===== config.mk =====
export PLATFORM = sky130hd
export DESIGN_NAME = pend_request_collector_flat
export DESIGN_NICKNAME = d
export VERILOG_FILES = /design/src/rtl/pend_request_collector_pkg.sv /design/src/rtl/pend_request_collector_if.sv /design/src/rtl/pend_request_collector_timeout_ctr.sv /design/src/rtl/pend_request_collector.sv /design/src/flat_wrapper.sv
export SDC_FILE = /design/constraint.sdc
export NUM_CORES = 1
export LEC_CHECK = 0
export ABC_CLOCK_PERIOD_IN_PS = 1750
export BUFFER_PORTS_ARGS = -buffer_cell sky130_fd_sc_hd__clkbuf_2
export CORE_UTILIZATION = 30
export DETAILED_ROUTE_END_ITERATION = 8
export GPL_ROUTABILITY_DRIVEN = 0
export GPL_TIMING_DRIVEN = 0
export PLACE_DENSITY_LB_ADDON = 0.2
export SYNTH_ARGS = -nofsm -noshare
export SYNTH_HDL_FRONTEND = slang
export SYNTH_SLANG_ARGS = --single-unit

===== constraint.sdc =====
create_clock -name clk -period 1.75 [get_ports clk]
set_input_delay 0.175 -clock clk [delete_from_list [all_inputs] [get_ports clk]]
set_output_delay 0.175 -clock clk [all_outputs]
set_load 0.01 [all_outputs]

===== src/rtl/pend_request_collector_pkg.sv =====
// Shared widths, FSM state type and clear-mask decode for the pending request collector.
package pend_collect_pkg;

  localparam int unsigned PEND_W    = 16;
  localparam int unsigned BYTE_W    = 8;
  localparam int unsigned CLR_IDX_W = 4;

  typedef enum logic [0:0] {
    IDLE    = 1'b0,
    WAIT_HI = 1'b1
  } pend_state_t;

  function automatic logic [PEND_W-1:0] clr_decode(input logic [CLR_IDX_W-1:0] idx,
                                                   input logic                 en);
    logic [PEND_W-1:0] mask;
    mask = '0;
    if (en) mask[idx] = 1'b1;
    return mask;
  endfunction

endpackage


===== src/rtl/pend_request_collector_if.sv =====
// Request/clear bus and pending-vector outputs of the collector.
interface pend_request_collector_if;
  import pend_collect_pkg::*;

  logic [BYTE_W-1:0]    req_byte;
  logic                 req_hi;
  logic                 req_valid;
  logic                 clr_valid;
  logic [CLR_IDX_W-1:0] clr_idx;
  logic [PEND_W-1:0]    pend;
  logic                 pend_any;
  logic                 busy;
  logic                 timeout;

  modport master (
    output req_byte, req_hi, req_valid, clr_valid, clr_idx,
    input  pend, pend_any, busy, timeout
  );

  modport slave (
    input  req_byte, req_hi, req_valid, clr_valid, clr_idx,
    output pend, pend_any, busy, timeout
  );

endinterface


===== src/rtl/pend_request_collector_timeout_ctr.sv =====
// Wait counter for the high byte; tc_o flags the last allowed waiting cycle (TIMEOUT-1).
module pend_timeout_ctr #(
  parameter int unsigned TIMEOUT = 15
) (
  input  logic clk,
  input  logic rst,
  input  logic clr_i,
  input  logic en_i,
  output logic tc_o
);

  localparam logic [7:0] TcVal = 8'(TIMEOUT - 1);

  logic [7:0] cnt_q, cnt_d;

  always_comb begin
    cnt_d = cnt_q;
    if (clr_i)     cnt_d = '0;
    else if (en_i) cnt_d = cnt_q + 8'd1;
  end

  always_ff @(posedge clk or posedge rst) begin
    if (rst) cnt_q <= '0;
    else     cnt_q <= cnt_d;
  end

  assign tc_o = (cnt_q == TcVal);

endmodule


===== src/rtl/pend_request_collector.sv =====
// Collects two byte writes into a sticky 16-bit pending vector with indexed clears.
// Define PEND_EDGE_EN for edge mode (only 0->1 lane transitions set pending bits).
module pend_request_collector
  import pend_collect_pkg::*;
#(
  parameter int unsigned TIMEOUT = 15
) (
  input logic                      clk,
  input logic                      rst,
  pend_request_collector_if.slave  bus_io
);

  pend_state_t       state_q, state_d;
  logic [BYTE_W-1:0] lo_buf_q, lo_buf_d;
  logic [PEND_W-1:0] pend_q, pend_d;
  logic              pend_any_q;
  logic              timeout_q, timeout_d;

  logic              lo_commit, hi_commit;
  logic              cnt_clr, cnt_en, cnt_tc;
  logic [BYTE_W-1:0] set_lo, set_hi;
  logic [PEND_W-1:0] clr_mask;

  pend_timeout_ctr #(
    .TIMEOUT (TIMEOUT)
  ) u_timeout_ctr (
    .clk   (clk),
    .rst   (rst),
    .clr_i (cnt_clr),
    .en_i  (cnt_en),
    .tc_o  (cnt_tc)
  );

  always_comb begin
    state_d   = state_q;
    lo_buf_d  = lo_buf_q;
    lo_commit = 1'b0;
    hi_commit = 1'b0;
    cnt_clr   = 1'b0;
    cnt_en    = 1'b0;
    timeout_d = 1'b0;
    case (state_q)
      IDLE: begin
        if (bus_io.req_valid) begin
          if (bus_io.req_hi) begin
            hi_commit = 1'b1;
          end else begin
            lo_buf_d = bus_io.req_byte;
            cnt_clr  = 1'b1;
            state_d  = WAIT_HI;
          end
        end
      end
      WAIT_HI: begin
        if (bus_io.req_valid && bus_io.req_hi) begin
          lo_commit = 1'b1;
          hi_commit = 1'b1;
          state_d   = IDLE;
        end else if (bus_io.req_valid) begin
          // A second low byte flushes the buffered one and restarts the wait.
          lo_commit = 1'b1;
          lo_buf_d  = bus_io.req_byte;
          cnt_clr   = 1'b1;
        end else if (cnt_tc) begin
          lo_commit = 1'b1;
          timeout_d = 1'b1;
          state_d   = IDLE;
        end else begin
          cnt_en = 1'b1;
        end
      end
      default: state_d = IDLE;
    endcase
  end

`ifdef PEND_EDGE_EN
  logic [PEND_W-1:0] shadow_q, shadow_d;

  always_comb begin
    shadow_d = shadow_q;
    set_lo   = '0;
    set_hi   = '0;
    if (lo_commit) begin
      set_lo         = lo_buf_q & ~shadow_q[BYTE_W-1:0];
      shadow_d[BYTE_W-1:0] = lo_buf_q;
    end
    if (hi_commit) begin
      set_hi         = bus_io.req_byte & ~shadow_q[PEND_W-1:BYTE_W];
      shadow_d[PEND_W-1:BYTE_W] = bus_io.req_byte;
    end
  end

  always_ff @(posedge clk or posedge rst) begin
    if (rst) shadow_q <= '0;
    else     shadow_q <= shadow_d;
  end
`else
  always_comb begin
    set_lo = lo_commit ? lo_buf_q : '0;
    set_hi = hi_commit ? bus_io.req_byte : '0;
  end
`endif

  // Set is OR'd after the clear so a same-cycle set/clear keeps the request.
  always_comb begin
    clr_mask = clr_decode(bus_io.clr_idx, bus_io.clr_valid);
    pend_d   = (pend_q & ~clr_mask) | {set_hi, set_lo};
  end

  always_ff @(posedge clk or posedge rst) begin
    if (rst) begin
      state_q    <= IDLE;
      lo_buf_q   <= '0;
      pend_q     <= '0;
      pend_any_q <= 1'b0;
      timeout_q  <= 1'b0;
    end else begin
      state_q    <= state_d;
      lo_buf_q   <= lo_buf_d;
      pend_q     <= pend_d;
      pend_any_q <= |pend_d;
      timeout_q  <= timeout_d;
    end
  end

  assign bus_io.pend     = pend_q;
  assign bus_io.pend_any = pend_any_q;
  assign bus_io.busy     = (state_q == WAIT_HI);
  assign bus_io.timeout  = timeout_q;

endmodule

===== src/flat_wrapper.sv =====
// flat-port wrapper written by rule: the top's interface ports become plain ports
module pend_request_collector_flat import pend_collect_pkg::*;
#(
  parameter int unsigned TIMEOUT = 15
)
  (clk, rst, bus_io_req_byte, bus_io_req_hi, bus_io_req_valid, bus_io_clr_valid, bus_io_clr_idx, bus_io_pend, bus_io_pend_any, bus_io_busy, bus_io_timeout);
  pend_request_collector_if bus_io_i ();
  input logic clk;
  input logic rst;
  input wire logic [$bits(bus_io_i.req_byte)-1:0] bus_io_req_byte;
  input wire logic [$bits(bus_io_i.req_hi)-1:0] bus_io_req_hi;
  input wire logic [$bits(bus_io_i.req_valid)-1:0] bus_io_req_valid;
  input wire logic [$bits(bus_io_i.clr_valid)-1:0] bus_io_clr_valid;
  input wire logic [$bits(bus_io_i.clr_idx)-1:0] bus_io_clr_idx;
  output wire logic [$bits(bus_io_i.pend)-1:0] bus_io_pend;
  output wire logic [$bits(bus_io_i.pend_any)-1:0] bus_io_pend_any;
  output wire logic [$bits(bus_io_i.busy)-1:0] bus_io_busy;
  output wire logic [$bits(bus_io_i.timeout)-1:0] bus_io_timeout;
  assign bus_io_i.req_byte = bus_io_req_byte;
  assign bus_io_i.req_hi = bus_io_req_hi;
  assign bus_io_i.req_valid = bus_io_req_valid;
  assign bus_io_i.clr_valid = bus_io_clr_valid;
  assign bus_io_i.clr_idx = bus_io_clr_idx;
  assign bus_io_pend = bus_io_i.pend;
  assign bus_io_pend_any = bus_io_i.pend_any;
  assign bus_io_busy = bus_io_i.busy;
  assign bus_io_timeout = bus_io_i.timeout;
  pend_request_collector #(.TIMEOUT(TIMEOUT)) u_core (.clk(clk), .rst(rst), .bus_io(bus_io_i));
endmodule

# Word level (Yosys, flattened, before mapping)

Cells that the tools add are included.

Register bits after elaboration: 35
Logic and storage cells: 58
ROM bits: 0
Input port bits: 17
Memories kept: 0
Latch bits: 0
RAM bits: 0
Output and inout port bits: 19

$mul: 0
Div/mod/pow operators: 0
Bitwise gates (word level): 4
Shift operators: 0
Add/sub/neg operators: 1
Order comparisons: 2
Equality and inequality tests: 5
Reductions and logical operators: 5
Multiplexer cells: 35

Operator list:

| kind                | count |
|---|---|
| $mux 8              | 8 |
| $mux 1              | 21 |
| $and 16x16->16      | 1 |
| $mux 16             | 1 |
| $not 16->16         | 1 |
| $or 16x16->16       | 1 |
| $pmux 8 s2          | 1 |
| $reduce_or 16->1    | 1 |
| $add 8x1->8 const B | 1 |
| $eq 8x4->1 const B  | 1 |
| $ne 2x2->1 const B  | 4 |
| $pmux 1 s2          | 3 |
| $lt 4x5->1 const B  | 1 |
| $demux 1 s4         | 1 |
| $ge 4x1->1 const B  | 1 |
| $reduce_and 4->1    | 1 |
| $logic_and 1x1->1   | 2 |
| $reduce_bool 2->1   | 1 |
| $not 1->1           | 1 |

# Depth between registers and ports, before layout

Gate-level depths: netlist of run 1.

Depth after elaboration: 9
Gate-level depth with buffers: 8
Gate-level depth less buffers: 7

# By module

A second synthesis of run 1 with hierarchy kept.

Cell total of the unflattened synthesis: 178
Area total of the unflattened synthesis: 1,630.3 um^2

By module, submodules not included:

| module                 | cells an instance | times used | seq. area each (um^2) | area an instance (um^2) |
|---|---|---|---|---|
| pend_request_collector | 136               | 1          | 675.6                 | 1,203.7 |
| pend_timeout_ctr       | 42                | 1          | 200.2                 | 426.7 |

# Least setup slack after synthesis of run 1

OpenSTA, ideal clock, no wires.

Path kind: flip-flop to flip-flop
Start: register u_core.u_timeout_ctr.cnt_q[4]
End: register u_core.u_timeout_ctr.cnt_q[2]
Buffers on the path: 0
Path slack: 0.041 ns
Arrival: 1.577 ns
Cell stages (with the launch flop): 6
Setup time: 0.132 ns
Required time: 1.618 ns
Period minus slack after synthesis: 1.709 ns
Cells stage by stage: dfrtp_1 > or4b_4 > o311ai_4 > nor2_1 > xnor2_1 > nor2_1

Longest elaborated chain between the ends: 6

RTL lines:

| item                        | RTL line                                 | source |
|---|---|---|
| start, declared             | pend_request_collector_timeout_ctr.sv:14 | `logic [7:0] cnt_q, cnt_d;` |
| start signal, assigned      | pend_request_collector_timeout_ctr.sv:24 | `else cnt_q <= cnt_d;` |
| $eq 8x4->1                  | pend_request_collector_timeout_ctr.sv:27 | `assign tc_o = (cnt_q == TcVal);` |
| $mux 1                      | pend_request_collector.sv:64             | `end else if (cnt_tc) begin` |
| $mux 1                      | pend_request_collector.sv:59             | `end else if (bus_io.req_valid) begin` |
| $mux 1                      | pend_request_collector.sv:55             | `if (bus_io.req_valid && bus_io.req_hi) begin` |
| $mux 1                      | pend_request_collector.sv:42             | `case (state_q)` |
| $reduce_bool 2->1 (no line) | n/a                                      |  |

Every way passes these cells.
A chain may end at the register's enable or synchronous reset.

# Final worst setup path of run 1

Start: register u_core.u_timeout_ctr.cnt_q[5]
End: register u_core.state_q (netlist: u_core.bus_io.busy)

Longest elaborated chain between the ends: 5

RTL lines:

| item                     | RTL line                                 | source |
|---|---|---|
| $eq 8x4->1               | pend_request_collector_timeout_ctr.sv:27 |  |
| $mux 1                   | pend_request_collector.sv:64             |  |
| $mux 1                   | pend_request_collector.sv:59             |  |
| $mux 1                   | pend_request_collector.sv:55             |  |
| $pmux 1 s2               | pend_request_collector.sv:42             |  |
| named net u_core.state_d | pend_request_collector.sv:13             | `pend_state_t state_q, state_d;` |
| end signal, assigned     | pend_request_collector.sv:118            | `state_q <= state_d;` |
| end, declared            | pend_request_collector.sv:13             |  |

The timed path passes the listed nets, and every way through them passes these cells.

==> run metrics, run 1 <==
flops & latches, synth=35; PwrDens=952 nW/um^2; R2R setup slack=-0.02 ns; Iter 0 DRT Violations=78; Global Route Usage Sum=15.2%; port buffer count=35; hold crit path type=in2reg; critical path type=reg2reg; largest fanout on the critical path=3; post-DR vias/cell=4.90; final worst path period share=101%; relative slew slack=50.7%; CTS Buf Count=5; async set or reset register ratio after synthesis=100%; share of layout cells above drive strength 1=30.8%; htree depth=2; initial core utilization=31.0%; vias in the first global route=1358; Slew Viols, Final=0; critical path endpoint category=flip-flop; DR DRC count=0; synthesized cell area=1700 sq um; Max-cap violations=0; clk slew on worst S/H paths=0.07 ns; largest cells by area after synthesis=dfrtp_1, nand2_1, mux2_2; Post-Place Worst Slack=-0.141 ns; worst hold slack=0.131 ns; slowest CP cell=or4b_4; Routed WL=4140 um; grt total ovfl=0; Worst Path Required=1.93 ns; row count=27; Min-Delay Startpoint=bus_io_req_byte[1]; commonest register cell after synthesis=dfrtp_1; Die X=77.3 um; Critical path origin=u_core.u_timeout_ctr.cnt_q[5]; Reg power frac=49.0%; failing checks=setup timing; Critical Path AT=1.96 ns; status=complete, but fails checks; area grow syn2layout=27.6%; Final Setup Violations=2; Ports=36; CP delay by family, top=simple AND/OR/NAND/NOR gates; drt pass-1 iters=5; Clock Tree Buf Depth=2; Clk pwr share=32.3%; Worst Path Buf+Inv=1; Synth area leader=dfrtp_1; Clock Tree Root=clkbuf_8; final hold violation count=0; Antenna diodes=0; WL/cell=14.5 um; sequential-to-total area share from yosys stat=51.5%; VDD IR-drop max=0.000575 V; Worst-Margin Slew=0.738 ns; leakage power=0.957 nW; synthesized instance count=164; f_max=0.564 GHz; count leader, synth=dfrtp_1; total net switching power=0.606 mW; nets@finish=232; crit-path cells=or4b_4 -> o311ai_4 -> buf_4 -> or2b_1; filler cell count=579; antenna violations before repair=0; synth warn=0; Worst-Skew Late Latency=0.29 ns; synth cell count leaders=dfrtp_1, nand2_1, nor2_1; post-layout minimum cycle time=1.77 ns; RR Startpoint=u_core.u_timeout_ctr.cnt_q[5]; EDFF count, synth=0; RSZ-0062 raised after global routing=true; core area=5470 sq um; setup ws final=-0.0245 ns; vias post-DR=1400; TritonCTS clock tree=done; Detail Placement HPWL=3080 um; Max stage delay on crit path=0.56 ns; Combinational Power Share=18.7%; Die Height=77.3 um; Yosys cell types=36; Die Area=5970 sq um; ANT nets after route=0; startpoint types=flip-flop; clock sink total=35; Cell Int Power=1.46 mW; Yosys top cell area share=51.5%; sw frac=29.4%; Max Clock Skew=0.0113 ns; syn_area_per_cell=10.4 sq um; first-pass GRT wire length=6730 um; Syn Nets=183; largest net degree at the start of global routing=24
cells in the final DEF, fill, tap and decap left out, types with 3 or more instances in the layout:
cell	synthesis	final
clkbuf_8	0	7
buf_4	0	4
a22o_1	8	8
clkbuf_2	0	35
nand3_1	8	8
nor2_1	13	13
nor4_1	5	5
mux2i_1	3	3
xnor2_1	3	3
inv_1	5	5
clkbuf_1	3	3
nand2_1	25	24
nor3_1	3	3
nor2b_1	3	3
a21oi_1	4	4
dfrtp_1	35	35
a22oi_1	4	4
nand2b_1	3	3
mux2_2	8	8
worst min-delay path, delay by kind of cell:
| family | cells | cell delay [ns] |
|---|---|---|
| buffers and inverters | 1 | 0.10 |
| and+or+nand+nor | 2 | 0.11 |
per-stage QoR:
| stage | power [mW] | utilization (%) | area [sq um] | cells | TNS (ns) |
|---|---|---|---|---|---|
| 2_1_floorplan | 1.23 | - | 1700 | 164 | 0 |
| 3_3_place_gp | 1.38 | 35.9 | 1960 | 271 | -0.650 |
| 3_5_place_dp | 1.39 | 36.4 | 1990 | 272 | -0.600 |
| 4_1_cts | 2.09 | 39.1 | 2140 | 285 | 0 |
| 5_1_grt | 2.19 | 39.6 | 2170 | 286 | -0.287 |
| 6_report | 2.06 | 39.6 | 2170 | 286 | -0.0449 |
what timing repair did:
| action | 4_1_cts | 5_1_grt |
|---|---|---|
| endpoints found under the setup margin | 15 | 6 |
| hold endpoints to repair | 12 | 0 |
| resized for setup | 2 | 5 |
| setup buffers | 4 | 1 |
| pin swaps | 1 | 0 |
| hold buffers | 1 | 0 |
final timing paths:
path,to,depth (start not counted)
max,u_core.bus_io.busy,4
min,u_core.bus_io.pend[9],3
max reg2reg,u_core.bus_io.busy,4
min reg2reg,u_core.bus_io.pend[3],1
max in group asynchronous,u_core.bus_io.pend[3],4
min in group asynchronous,u_core.lo_buf_q[6],3
layout make-up:
cell class / instances / area (sq um) / area share (%)
plain buffers: 6 / 32.5 / 1.50
clock buffers: 7 / 96.3 / 4.44
clock inverters: 1 / 7.51 / 0.346
inverters: 5 / 18.8 / 0.866
multi-input cells: 118 / 793 / 36.6
flip-flops and latches: 35 / 876 / 40.4
well taps: 72 / 90.1 / 4.15
repair buffers: 42 / 254 / 11.7
sequential cells by signal, indices dropped and copies added (netlist names):
signal,cells
u_core.bus_io.pend_any,1
u_core.bus_io.pend,16
u_core.lo_buf_q,8
u_core.u_timeout_ctr.cnt_q,8
u_core.bus_io.busy,1
u_core.bus_io.timeout,1
cell families (layout without fill, tap and decap cells):
family	count (synthesis)	count (layout)	share of synthesized area [%]
AND/OR/NAND/NOR	70	70	20.4
flip-flops	35	35	51.5
AO/OA/AOI/OAI	30	30	14.3
multiplexers	11	11	7.07
buffers and inverters	11	61	2.65
XOR/XNOR	5	5	2.58
adder cells (fa/ha/maj)	2	2	1.47
power by group through the flow:
stage | combinational [mW] | sequential, mW | clock [mW]
3_5_place_dp | 0.364 | 1.03 | 0
4_1_cts | 0.386 | 1.01 | 0.691
5_1_grt | 0.428 | 1.03 | 0.737
2_1_floorplan | 0.201 | 1.03 | 0
6_report | 0.387 | 1.01 | 0.667
3_3_place_gp | 0.355 | 1.03 | 0
metal layers:
layer | vias to the layer above | track usage [%] | part of all wire [%]
li1 | 683 | - | -
met1 | 679 | 20.7 | 49
met2 | 36 | 22.4 | 46
met3 | 2 | 5.12 | 4.1
met4 | 0 | 5.09 | 0.60
met5 | - | 0 | 0
Note: power is estimated with default switching activity, not from simulation.
==> inputs of run 2 (changes only) <==
--- a/config.mk
+++ b/config.mk
@@ -7,10 +7,9 @@
 export LEC_CHECK = 0
 export ABC_CLOCK_PERIOD_IN_PS = 1750
 export BUFFER_PORTS_ARGS = -buffer_cell sky130_fd_sc_hd__clkbuf_2
+export CORE_MARGIN = 1.5
 export CORE_UTILIZATION = 30
 export DETAILED_ROUTE_END_ITERATION = 8
-export GPL_ROUTABILITY_DRIVEN = 0
-export GPL_TIMING_DRIVEN = 0
 export PLACE_DENSITY_LB_ADDON = 0.2
 export SYNTH_ARGS = -nofsm -noshare
 export SYNTH_HDL_FRONTEND = slang
==> run metrics, run 2 (synthesis results as in run 1) <==
leakage power=0.998 nW (+4.2%); Die Height=78.3 um (+1.3%); area grow syn2layout=30.2%; row count=27 (unchanged); critical path type=reg2reg; most frequent cells in the layout=clkbuf_2, dfrtp_1, nand2_1; vias in the first global route=1396 (+2.8%); Worst-Skew Late Latency=0.28 ns (about the same); port buffer count=35 (unchanged); setup ws final=0.00422 ns (+0.0287 ns); Worst Path Buf+Inv=1 (unchanged); largest fanout on the critical path=5 (+2); slowest CP cell=or4b_4; Detail Placement HPWL=3140 um (+2.1%); Die X=78.3 um (+1.3%); crit-path cells=or4b_4 -> o311ai_4 -> buf_4 -> or2b_1; status=finished, final reports clean; critical path endpoint category=flip-flop; CP delay by family, top=simple AND/OR/NAND/NOR gates; WL/cell=14.2 um (-1.6%); Die Area=6120 sq um (+2.6%); R2R setup slack=0.004 ns (+0.03 ns); TritonCTS clock tree=done; Post-Place Worst Slack=-0.0257 ns (+0.115 ns); vias post-DR=1419 (+1.4%); final hold violation count=0 (unchanged); PwrDens=907 nW/um^2 (-4.7%); Routed WL=4180 um (+0.85%); Max Clock Skew=0.00935 ns (-0.00194 ns); Antenna diodes=0 (unchanged); Register-to-Register Path Depth=4 (unchanged); clock sink total=35 (unchanged); nets@finish=240 (+3.4%); share of layout cells above drive strength 1=35.3% (+4.5 points); Final GP Congestion=0.747; relative slew slack=69.4% (+19 points); largest net degree at the start of global routing=36 (+50%); total power draw=2.01 mW (-2.7%); hold depth=3 (unchanged); final worst path period share=99.8% (-1.6 points); Critical Path Stages=4 (unchanged); CTS Buf Count=5 (unchanged); filler cell count=584 (+0.86%); hold crit path type=in2reg; Max-cap violations=0 (unchanged); post-layout minimum cycle time=1.75 ns (-0.0287 ns); Final Core Density=40.4% (+0.80 points); Global Route Usage Sum=15.0% (-0.21 points); ANT nets after route=0 (unchanged); post-DR vias/cell=4.84 (-1.1%); clk slew on worst S/H paths=0.06 ns (about the same); Final Setup Violations=0 (-2); htree depth=2 (unchanged); Critical Path AT=1.91 ns (-0.05 ns); drt pass-1 iters=4 (-1); core area=5470 sq um (unchanged); max reg flops=16 (unchanged); Max stage delay on crit path=0.58 ns (+0.02 ns); antenna violations before repair=0 (unchanged); grt total ovfl=0 (unchanged); Worst-Margin Slew=0.460 ns (-0.279 ns); worst hold slack=0.143 ns (+0.0116 ns); Ports=36 (unchanged); startpoint types=flip-flop; Clock Tree Buf Depth=2 (unchanged); Setup Buffers After CTS=0 (-4); initial core utilization=31.0% (unchanged); first-pass GRT wire length=7000 um (+4.0%); f_max=0.573 GHz (+1.6%); Slew Viols, Final=0 (unchanged); VDD IR-drop max=0.000604 V (+5.1%); Clock Tree Root=clkbuf_8; Worst Path Required=1.92 ns (about the same); Total Neg Setup Slack=0 ns (+0.0449 ns); Iter 0 DRT Violations=51 (-35%); RSZ-0062 raised after global routing=true; DR DRC count=0 (unchanged)
[run 2: area by class of cell]
class	count	area [sq um]	area share [%]
sequential	35	876	39.6
multi-input combinational	118	801	36.2
timing repair buffer	56	339	15.3
tap	72	90.1	4.07
clock buffer	6	82.6	3.73
inverter	5	18.8	0.848
clock inverter	1	5.00	0.226
[run 2: worst paths after layout]
kind / startpoint / end
max: u_core.u_timeout_ctr.cnt_q[4] / u_core.bus_io.busy
max reg2reg: u_core.u_timeout_ctr.cnt_q[4] / u_core.bus_io.busy
max in group asynchronous: rst / u_core.u_timeout_ctr.cnt_q[3]
min in group asynchronous: rst / u_core.bus_io.pend[11]
min reg2reg: u_core.bus_io.pend[8] / u_core.bus_io.pend[8]
min: bus_io_req_byte[1] / u_core.bus_io.pend[9]
[run 2: power breakdown]
group	leakage [nW]	total, mW	internal [mW]	switching, mW
Clock	0.0470	0.591	0.309	0.282
Sequential	0.397	1.01	0.909	0.0981
Combinational	0.554	0.410	0.205	0.206
[run 2: stage by stage]
step                      area [sq um]  std cells
after floorplan                   1700        164
after global placement            2090        285
after detailed placement          2090        285
after CTS                         2190        293
after global routing              2210        293
final                             2210        293
[run 2: what timing repair did]
item                                    in CTS  in global routing
pin swaps                                    1                  0
endpoints found under the setup margin       3                 13
hold buffers                                 1                  0
hold endpoints to repair                    35                  0
resized for setup                            0                  5
[run 2: per-layer routing]
metal / share of wire, % / up-vias / wire [um] / track usage (%)
met5: 0 / - / 0 / 0
met4: 1.5 / 0 / 64 / 5.71
met3: 4.0 / 6 / 165 / 3.72
met2: 44 / 39 / 1820 / 21.8
met1: 51 / 678 / 2130 / 21.3
li1: - / 696 / - / -
[run 2: worst min-delay path, delay by kind of cell]
kind / cells / cell delay (ns)
buffers and inverters: 1 / 0.09
and+or+nand+nor: 2 / 0.13
==> inputs of run 3 (changes only) <==
--- a/config.mk
+++ b/config.mk
@@ -5,12 +5,13 @@
 export SDC_FILE = /design/constraint.sdc
 export NUM_CORES = 1
 export LEC_CHECK = 0
+export ABC_AREA = 1
 export ABC_CLOCK_PERIOD_IN_PS = 1750
 export BUFFER_PORTS_ARGS = -buffer_cell sky130_fd_sc_hd__clkbuf_2
 export CORE_MARGIN = 1.5
 export CORE_UTILIZATION = 30
 export DETAILED_ROUTE_END_ITERATION = 8
-export PLACE_DENSITY_LB_ADDON = 0.2
+export PLACE_DENSITY = 0.59
 export SYNTH_ARGS = -nofsm -noshare
 export SYNTH_HDL_FRONTEND = slang
 export SYNTH_SLANG_ARGS = --single-unit
==> run metrics, run 3 <==
Ports=36 (unchanged); Iter 0 DRT Violations=60 (+18%); most frequent cells in the layout=nand2_1, clkbuf_2, dfrtp_1; main combinational cell family by area after synthesis=simple AND/OR/NAND/NOR gates; relative slew slack=70.8% (+1.4 points); largest net degree at the start of global routing=36 (unchanged); ANT nets after route=0 (unchanged); most frequent cell on the critical path=inv_2; port buffer count=35 (unchanged); startpoint types=flip-flop; area grow syn2layout=21.7%; adder and majority gate portion of the synthesized area=1.47% (about the same); synth cell count leaders=nand2_1, dfrtp_1, inv_1; VDD IR-drop max=0.000366 V (-39%); Post-CTS Resized=0 (unchanged); synthesized instance count=206 (+26%); syn_area_per_cell=8.25 sq um (-20%); htree depth=2 (unchanged); Finished Cell Area=2070 sq um (-6.4%); Die Area=6130 sq um (about the same); sequential-to-total area share from yosys stat=51.5% (about the same); row count=27 (unchanged); Compound-Gate Fraction of Synth Area=11.6% (-2.7 points); CTS Buf Count=5 (unchanged); Synth area leader=dfrtp_1; Final Core Density=37.8% (-2.6 points); count leader, synth=nand2_1; largest cells by area after synthesis=dfrtp_1, nand2_1, inv_1; multi-input logic area=688 sq um (-14%); PwrDens=962 nW/um^2 (+6.0%); Yosys top cell area share=51.5% (about the same); Clk pwr share=29.8% (+0.4 points); area of placed instances=1970 sq um (-5.6%); nets@finish=268 (+12%); vias in the first global route=1399 (+0.21%); Clock Tree Buf Depth=2 (unchanged); Reg power frac=50.1% (about the same); post-layout minimum cycle time=1.59 ns (-0.154 ns); most common cell after layout, fill and taps aside=nand2_1; Total Neg Setup Slack=0 ns (unchanged); Worst Path Required=1.92 ns (about the same); CP delay by family, top=flip-flops; DR DRC count=0 (unchanged); drt pass-1 iters=4 (unchanged); TritonCTS clock tree=done; crit-path cells=inv_2 -> ha_1 -> nand3_2 -> o21bai_4 -> nor2_4 -> nor2_8 -> inv_2 -> a21oi_1 -> nor2_1; first-pass GRT wire length=6580 um (-6.0%); status=finished, final reports clean; WL/cell=11.4 um (-20%); leakage power=1.02 nW (+2.3%); EDFF count, synth=0 (unchanged); critical path endpoint category=flip-flop; final hold violation count=0 (unchanged); f_max=0.628 GHz (+9.6%); Max-cap violations=0 (unchanged); Critical Path AT=1.77 ns (-0.14 ns); Combinational Power Share=20.1% (-0.3 points); synthesized cell area=1700 sq um (about the same); Setup Buffers After CTS=0 (unchanged); XOR/XNOR Fraction of Synth Area=2.06% (-0.52 points); Max stage delay on crit path=0.40 ns (-0.18 ns); Post-Place Worst Slack=0.177 ns (+0.202 ns); Syn Nets=225 (+23%); initial core utilization=31.1% (about the same); mux cell area share after synthesis=0% (-7.1 points); Worst-Skew Late Latency=0.28 ns (about the same); final cell count without fillers=321 (+9.6%); RSZ-0062 raised after global routing=false; hold_buf cts=1 (unchanged); max reg flops=16 (unchanged); Cell Int Power=1.39 mW (-2.2%); vias post-DR=1408 (-0.78%); sw frac=30.1% (+0.96 points); Seq. cell area=876 sq um (unchanged); critical path type=reg2reg; Final GP Congestion=0.894 (+20%); antenna violations before repair=0 (unchanged); Die X=78.3 um (about the same); core area=5470 sq um (unchanged); total net switching power=0.600 mW (+2.4%); filler cell count=594 (+1.7%); Detail Placement HPWL=2890 um (-8.0%); Routed WL=3650 um (-13%); synth warn=0 (unchanged); worst hold slack=0.114 ns (-0.0287 ns); async set or reset register ratio after synthesis=100% (unchanged); Clock Tree Root=clkbuf_8; grt total ovfl=0 (unchanged); setup ws final=0.158 ns (+0.154 ns); Yosys cell types=25 (-31%); post-DR vias/cell=4.39 (-9.4%); share of layout cells above drive strength 1=21.7% (-14 points); Antenna diodes=0 (unchanged); Final Setup Violations=0 (unchanged); Die Height=78.3 um (about the same); clock sink total=35 (unchanged); final worst path period share=91.0% (-8.8 points); slowest CP cell=dfrtp_1; Global Route Usage Sum=14.0% (-1.0 points); largest fanout on the critical path=8 (+3); flops & latches, synth=35 (unchanged); total power draw=1.99 mW (-0.83%); Worst Path Buf+Inv=2 (+1); Worst-Margin Slew=0.438 ns (-0.0212 ns); commonest register cell after synthesis=dfrtp_1; Simple-Gate Fraction of Synth Area=25.4% (+5.0 points); Max Clock Skew=0.00934 ns (-0.00000988 ns); Slew Viols, Final=0 (unchanged); hold crit path type=in2reg; total placed cells including tap cells=313 (+9.8%); clk slew on worst S/H paths=0.07 ns (about the same)
==> run 3: cell types whose count changed after synthesis, sizes merged, moves of 4 or more <==
cell   before  now
a22o        8    0
o21ai       4   20
mux2        8    0
nand2      25   52
nor4        5    1
nand4       0    4
nor2       13   28
inv         5   33
==> run 3: layout make-up <==
cell class                 count  share of cell area, %
clock buffer                   6                   3.99
clock inverter                 1                  0.242
inverter                      34                   6.17
multi-input combinational    135                   33.3
sequential                    35                   42.3
tap                           72                   4.35
timing repair buffer          38                   9.67
==> run 3: final timing paths <==
path | endpoint | slack (ns) | startpoint | cells after the start
setup / recovery | u_core.u_timeout_ctr.cnt_q[2] | 0.16 | u_core.u_timeout_ctr.cnt_q[0] | 9
max in group asynchronous | u_core.lo_buf_q[6] | 0.92 | rst | 4
hold / removal | u_core.lo_buf_q[0] | 0.11 | bus_io_req_byte[0] | 3
min in group asynchronous | u_core.bus_io.pend[7] | 0.52 | rst | 4
setup reg to reg | u_core.u_timeout_ctr.cnt_q[2] | 0.16 | u_core.u_timeout_ctr.cnt_q[0] | 9
hold reg to reg | u_core.lo_buf_q[3] | 0.48 | u_core.lo_buf_q[3] | 2
==> run 3: worst reg2reg max path: stages, from the launching register on <==
cell and delay, ns:
dfrtp_1 0.40, inv_2 0.09, ha_1 0.16, nand3_2 0.09, o21bai_4 0.27, nor2_4 0.10
nor2_8 0.12, inv_2 0.07, a21oi_1 0.12, nor2_1 0.06
==> run 3: cells by family after synthesis <==
group	after synthesis
compound gates	32
flops	35
fa+ha+maj	2
xor+xnor	4
buf+inv	36
simple gates	97
==> run 3: per-layer routing <==
metal  wire length, um  up-vias  track usage [%]
li1                  -      731                -
met5                 0        -                0
met3                90        8             3.26
met1              1820      643             18.9
met4                82        0             6.61
met2              1650       26             21.0
==> run 3: power groups by stage <==
stage          Combinational, mW  Clock [mW]  Sequential (mW)
2_1_floorplan              0.216           0             1.03
3_3_place_gp               0.403           0             1.01
3_5_place_dp               0.404           0             1.02
4_1_cts                    0.407       0.612             1.00
5_1_grt                    0.465       0.647             1.02
6_report                   0.400       0.593            0.998
